$ cat src/rtl/core_pkg.sv
// Shared core constants: register file geometry and data width.
// Imported by the register file, ALU and decoder.
package core_pkg;

  localparam int unsigned REG_ADDR_W = 5;
  localparam int unsigned XLEN       = 32;
  localparam logic [REG_ADDR_W-1:0] ZERO_REG = 5'd0;
  localparam int unsigned NUM_REGS   = 32;

endpackage

$ cat src/rtl/regfile_read_port.sv
// One combinational register-file read port: x0 mask, storage mux, optional bypass.
// addr_i selects from regs_i; wr_* carry the in-flight write for bypass; data_o is the read value.
module regfile_read_port
  import core_pkg::*;
#(
  parameter int unsigned DATA_W = XLEN,
  parameter int unsigned ADDR_W = REG_ADDR_W,
  parameter bit          BYPASS = 1'b0
) (
  input  logic [ADDR_W-1:0]                  addr_i,
  input  logic [2**ADDR_W-1:0][DATA_W-1:0]   regs_i,
  input  logic                               wr_en_i,
  input  logic [ADDR_W-1:0]                  wr_addr_i,
  input  logic [DATA_W-1:0]                  wr_data_i,
  output logic [DATA_W-1:0]                  data_o
);

  logic is_zero;
  logic hit;

  assign is_zero = (addr_i == ADDR_W'(ZERO_REG));
  // wr_en_i is already qualified by reset and a non-zero write index
  assign hit     = BYPASS && wr_en_i && (wr_addr_i == addr_i);

  always_comb begin
    data_o = regs_i[addr_i];
    unique case (1'b1)
      is_zero: data_o = '0;
      hit:     data_o = wr_data_i;
      default: data_o = regs_i[addr_i];
    endcase
  end

endmodule

$ cat src/rtl/register_file.sv
// RV32I integer register file: 2 read ports, 1 write port, debug read, x0 = 0.
// Ports: clk, rst (async active-low), A1/A2 -> RD1/RD2, A3/WD3/WE3 write, DbgA -> DbgRD.
module register_file
  import core_pkg::*;
#(
  parameter int unsigned DATA_W = XLEN,
  parameter int unsigned ADDR_W = REG_ADDR_W,
  parameter bit          BYPASS = 1'b0
) (
  input  logic              clk,
  input  logic              rst,
  input  logic [ADDR_W-1:0] A1,
  input  logic [ADDR_W-1:0] A2,
  input  logic [ADDR_W-1:0] A3,
  input  logic [DATA_W-1:0] WD3,
  input  logic              WE3,
  output logic [DATA_W-1:0] RD1,
  output logic [DATA_W-1:0] RD2,
  input  logic [ADDR_W-1:0] DbgA,
  output logic [DATA_W-1:0] DbgRD
);

  localparam int unsigned NREGS = 2**ADDR_W;

  // x0 has no storage; entries 1..NREGS-1 only
  logic [NREGS-1:1][DATA_W-1:0] regs_q;
  logic [NREGS-1:1][DATA_W-1:0] regs_d;
  logic [NREGS-1:0][DATA_W-1:0] regs_rd;
  logic                         wr_en;

  // rst gates the bypass so reads stay 0 while in reset
  assign wr_en   = rst && WE3 && (A3 != ADDR_W'(ZERO_REG));
  assign regs_rd = {regs_q, {DATA_W{1'b0}}};

  always_comb begin
    regs_d = regs_q;
    for (int i = 1; i < NREGS; i++) begin
      if (wr_en && (A3 == ADDR_W'(i))) begin
        regs_d[i] = WD3;
      end
    end
  end

  always_ff @(posedge clk or negedge rst) begin
    if (!rst) begin
      regs_q <= '0;
    end else begin
      regs_q <= regs_d;
    end
  end

  regfile_read_port #(
    .DATA_W (DATA_W),
    .ADDR_W (ADDR_W),
    .BYPASS (BYPASS)
  ) u_rd1 (
    .addr_i    (A1),
    .regs_i    (regs_rd),
    .wr_en_i   (wr_en),
    .wr_addr_i (A3),
    .wr_data_i (WD3),
    .data_o    (RD1)
  );

  regfile_read_port #(
    .DATA_W (DATA_W),
    .ADDR_W (ADDR_W),
    .BYPASS (BYPASS)
  ) u_rd2 (
    .addr_i    (A2),
    .regs_i    (regs_rd),
    .wr_en_i   (wr_en),
    .wr_addr_i (A3),
    .wr_data_i (WD3),
    .data_o    (RD2)
  );

  // Debug view shows committed state only
  regfile_read_port #(
    .DATA_W (DATA_W),
    .ADDR_W (ADDR_W),
    .BYPASS (1'b0)
  ) u_dbg (
    .addr_i    (DbgA),
    .regs_i    (regs_rd),
    .wr_en_i   (1'b0),
    .wr_addr_i ('0),
    .wr_data_i ('0),
    .data_o    (DbgRD)
  );

endmodule

$ cat config.mk
export PLATFORM = sky130hd
export DESIGN_NAME = register_file
export DESIGN_NICKNAME = d
export VERILOG_FILES = /design/src/rtl/core_pkg.sv /design/src/rtl/regfile_read_port.sv /design/src/rtl/register_file.sv
export SDC_FILE = /design/constraint.sdc
export NUM_CORES = 2
export LEC_CHECK = 0
export BUFFER_PORTS_ARGS = -buffer_cell sky130_fd_sc_hd__buf_4
export CAP_MARGIN = 20
export CORE_MARGIN = 2
export CORE_UTILIZATION = 58
export CTS_CLUSTER_SIZE = 25
export DETAILED_ROUTE_END_ITERATION = 6
export PLACE_DENSITY = 0.72
export SETUP_SLACK_MARGIN = 0.4
export SYNTH_ARGS = -nofsm -noshare
export SYNTH_HDL_FRONTEND = slang
export SYNTH_SLANG_ARGS = --single-unit
$ cat constraint.sdc
create_clock -name clk -period 3.6 [get_ports clk]
set_clock_uncertainty 0.05 [all_clocks]
set_input_delay 0.36 -clock clk [delete_from_list [all_inputs] [get_ports clk]]
set_output_delay 0.36 -clock clk [all_outputs]
set_load 0.02 [all_outputs]
== Yosys cells after proc, flatten, opt, wreduce, memory -nomap -nowiden ==
Index checks and enable logic that the tools add are counted.
Storage, ports and cells
  register bits after elaboration: 992
  latch bits: 0
  memory bits (writable): 0
  memory bits (read-only): 0
  word-level logic and storage cells: 111
  memories: 0
Operators by class
  add/sub/neg operators: 0
  multipliers: 0
  div/mod/pow operators: 0
  order comparisons: 3
  equality and inequality tests: 31
  shifts and indexed selects: 0
  muxes and demuxes: 9
  bitwise operators: 0
  reductions and logical operators: 37
Operators by type and width (count)
  $bmux 32 s5: 3
  $mux 32: 6
  $eq 5x5->1 const B: 16
  $eq 5x4->1 const B: 8
  $logic_and 1x1->1: 33
  $eq 5x3->1 const B: 4
  $lt 5x6->1 const B: 3
  $logic_not 5->1: 3
  $eq 5x2->1 const B: 2
  $eq 5x1->1 const B: 1
  $reduce_bool 5->1: 1

== Depth between registers and ports, before layout ==
  depth after elaboration: 3
  depth in mapped cells: 9
  depth with buffers taken out: 5

== By module ==
Synthesis repeated with hierarchy kept, for this count alone.
Second synthesis, totals
  cell total of the unflattened synthesis: 4225
  area total of the unflattened synthesis: 62264.7 µm²
Modules (own cells, without submodules)
  register_file: instances 1, cells each 2233, area each 37160.6 µm², sequential area each 24823.8 µm²
  regfile_read_port: instances 3, cells each 664, area each 8368.0 µm², sequential area each 0.0 µm²

== Least setup slack after synthesis ==
OpenSTA, ideal clock, no wires.
  path type: input -> output
  start: in A1[0]
  end: out RD1[22]
  arrival time: 2.000 ns
  required time: 3.190 ns
  slack: 1.190 ns
  stages: 8
  path buffers: 3
  cells stage by stage: buf_4 > buf_4 > buf_2 > mux4_2 > nand2_1 > nand3_1 > o211ai_1 > o21ai_0
On the way
  word-level cells in the longest chain between the ends: 3
  elaborated cells between the ends (all ways): 4
  those cells by class: mux: 3; reduce/logical: 1
Ends and longest elaborated chain
  from (decl): RTL line register_file.sv:12  | input logic [ADDR_W-1:0] A1,
  $bmux 32 s5
  $mux 32 (implied by the code): RTL line regfile_read_port.sv:30  | default: data_o = regs_i[addr_i];
  $mux 32 *: RTL line regfile_read_port.sv:27  | unique case (1'b1)
  to (decl): RTL line register_file.sv:17  | output logic [DATA_W-1:0] RD1,
Every way passes the cells marked *; elsewhere a longest branch is shown, timed or not. The select of a mux whose other input is x is not followed.

== Worst setup path in the final report ==
  start: in A1[0]
  end: out RD1[0]
The elaborated chain is that of the path after synthesis.

==> out/metrics.yaml <==
run_status:
  status: "finished clean"
finish:
  largest-register: "regs_q"
  final_nets: 4691
  reg_top3: "regs_q (992)"
  regArea_um2: 24800
  layout-drive-gt1-share_pct: 47.4
  largest_reg_flops: 992
  nFillCells: 7652
  final_cells: 6122
  final_util_pct: 65.0
  area_growth_pct: 10.9
  multi_input_area_um2: 34900
worst_setup_path:
  crit_top_cell: "buf_4"
  path_buf_inv: 3
  path_cells: "buf_8 -> nor2b_4 -> buf_4 -> a221oi_1 -> nor3_1 -> a21oi_1 -> o21ai_0 -> buf_4"
  max_stage_delay_ns: 0.68
  end_kind: "output pin"
  r2r_setup_slack_ns: 2.70
  worstSetupStartpointType: "input pin"
  cp.required_ns: 3.19
  arrival_ns: 2.86
  r2r_start: "regs_q[48]$_DFFE_PN0P_"
  reg2reg_to: "regs_q[48]$_DFFE_PN0P_"
  worstPathMaxFanout: 33
  cpMaxStageDelayCell: "o21ai_0"
  ff2ff_path_depth: 1
  cp_top_family: "compound AO/OA/AOI/OAI gates"
  crit_type: "in -> out"
drt:
  first_iter_violations: 6160
  vias: 45942
  drtAntennaViolNets: 0
  wl_per_cell_um: 35.1
  firstDrtPassIters: 7
  drt_drc_violations_left: 0
  wirelength_mm: 215
  viasPerCell: 7.50
clock_tree:
  cts_buffer_depth: 3
  numCtsBuffers: 107
  clkLatencyLatePin_ns: 0.70
  clockRootBuffer: "clkbuf_16"
  clk_pin_slew_ns: 0.06
  cts_tree: "done"
  htreeDepth: 3
  cts_setup_buffers: 0
  numClockSinks: 992
global_routing:
  grt.total_usage_pct: 39.7
  grt_pass1_wl_mm: 315
  grt_max_degree: 175
  grt_overflow: 0
  antenna_found_initial: 13
  grt_pass1_vias: 45378
logic_synthesis:
  synthMuxAreaShare_pct: 45.1
  synth.area.top_cells: "dfrtp_1 (40%), mux4_2 (20%), mux2_2 (20%)"
  synth.avg_cell_area_um2: 13.2
  synth_ff_type: "dfrtp_1"
  synth_largest_area_cell: "dfrtp_1"
  synth.top_cell.area_share_pct: 40.1
  synthArstFlopShare_pct: 100
  ys_seq_area_share_pct: 40.1
  ys_warn_count: 0
  ys_ff_latch: 992
  synth-simple-area-share_pct: 5.18
  synth_edf_count: 0
  syn_nets: 4748
  synth_compound_area_share_pct: 5.59
  syn_area_um2: 61900
  synthAdderAreaFrac_pct: 0
  synth.distinct_cells: 51
  synth_xor_xnor_area_share_pct: 0
  synth_top_family_by_area: "multiplexers"
  synthCells: 4693
worst_hold_path:
  hold_path_depth: 2
  min_from: "WD3[8]"
  hold_path.class: "in -> reg"
  hold_path_end: "regs_q[72]$_DFFE_PN0P_"
power_and_ir_drop:
  power_frac_seq_pct: 42.9
  cellLeakagePower_nw: 29.9
  p_clk_share_pct: 35.3
  intPower_w: 0.0232
  combPwrFrac_pct: 21.8
  power.density_nw_per_um2: 479
  peakVddDrop_v: 0.000398
  p_switching_w: 0.00964
  swShare_pct: 29.3
timing:
  slew_headroom_pct: 26.8
  setup_tns_ns: 0
  tightest_slew_ns: 1.10
  hold_viol: 0
  fmax_ghz: 0.306
  rsz0062_at_grt: "false"
  post-route-period-util_pct: 90.8
  finalSetupViolCount: 0
  layout_min_cycle_time_ns: 3.27
  fin_ws_ns: 0.333
  slew_viol_final: 0
floorplanning:
  io_pins: 151
  core-area_um2: 106000
  die_x_um: 331
  dieArea_um2: 109000
  start_util_pct: 58.7
  rows: 119
  die_h_um: 331
place:
  dp_cells: 5916
  io_buffers: 150
  place_ws_ns: 0.322
  routabilityCongestion: 0.886
  hpwl_mm: 125
run:
  drv_cap: 0
## worst max-delay path by stage
stage,startpoint,end,depth (start not counted)
4_1_cts,regs_q[142]$_DFFE_PN0P_,RD1[14],6
6_report,A1[0],RD1[0],8
3_5_place_dp,DbgA[0],DbgRD[0],10
5_1_grt,DbgA[0],DbgRD[1],9
3_3_place_gp,DbgA[0],DbgRD[0],10
2_1_floorplan,A1[0],RD1[22],8
## metal layers
metal	share of wire, %	vias up	global-route usage, %
li1	-	17935	-
met1	37	23901	54.2
met2	43	3402	56.0
met3	14	688	15.1
met4	5.1	16	18.9
met5	0.044	-	0
## synthesized netlist by cell type (all sizes together) (2+ instances only)
library cell and n:
a2111oi 4, a211oi 7, a21oi 208, a221oi 85
a22o 6, a22oi 17, a311oi 6, a32oi 2
a41oi 4, and2 3, and3 3, buf 280
clkbuf 232, clkinv 2, dfrtp 992, dlygate4sd1 2
mux2 1117, mux2i 232, mux4 577, nand2 351
nand2b 5, nand3 72, nand3b 2, nor2 110
nor2b 101, nor3 70, o211ai 72, o21ai 79
o221ai 12, o22ai 11, o31ai 4, o32a 11
o32ai 4, or2 2
## cell usage in the layout (no fill, tap or decap), types with 72 or more instances in the layout
| cell | synthesis | final |
|---|---|---|
| mux2_2 | 1097 | 1097 |
| dfrtp_1 | 992 | 992 |
| mux4_2 | 563 | 563 |
| nand2_1 | 351 | 345 |
| buf_4 | 48 | 271 |
| mux2i_1 | 232 | 232 |
| a21oi_1 | 208 | 208 |
| clkbuf_16 | 0 | 108 |
| nor2b_1 | 101 | 96 |
| nor2_1 | 110 | 85 |
| a221oi_1 | 85 | 85 |
| o211ai_1 | 72 | 72 |
## cell families after synthesis
logic type      after synthesis
mux                        1926
flops                       992
simple gates                723
buf+inv                     518
compound gates              534
## power by group through the flow
stage	Clock, W	Combinational, W	Sequential [W]
after CTS	0.0117	0.00707	0.0140
after global routing	0.0121	0.00757	0.0143
after floorplan	0	0.00516	0.0137
after global placement	0	0.00690	0.0141
after detailed placement	0	0.00703	0.0142
final	0.0116	0.00716	0.0141
## repair_timing
action                                  in CTS  in global routing
hold endpoints to repair                   315                  0
resized for setup                            2                 10
hold buffers                                 1                  0
endpoints found under the setup margin       2                 14
## metrics by stage
step,power (W),hold WS [ns],area [um2]
global route,0.0339,0.0962,68700
finish,0.0329,0.0758,68700
floorplan,0.0189,0.0144,61900
detailed placement,0.0212,0.467,65000
global placement,0.0210,0.453,65000
CTS,0.0327,0.0480,68600
## cell type report
type / instances / area share (%)
clock inverters: 45 / 0.784
flip-flops and latches: 992 / 36.2
clock buffers: 154 / 4.55
repair buffers: 349 / 5.12
multi-input cells: 3183 / 50.8
inverters: 3 / 0.0237
well taps: 1391 / 2.53
diodes: 5 / 0.0182
No activity file was read; power rests on OpenSTA's default activity.
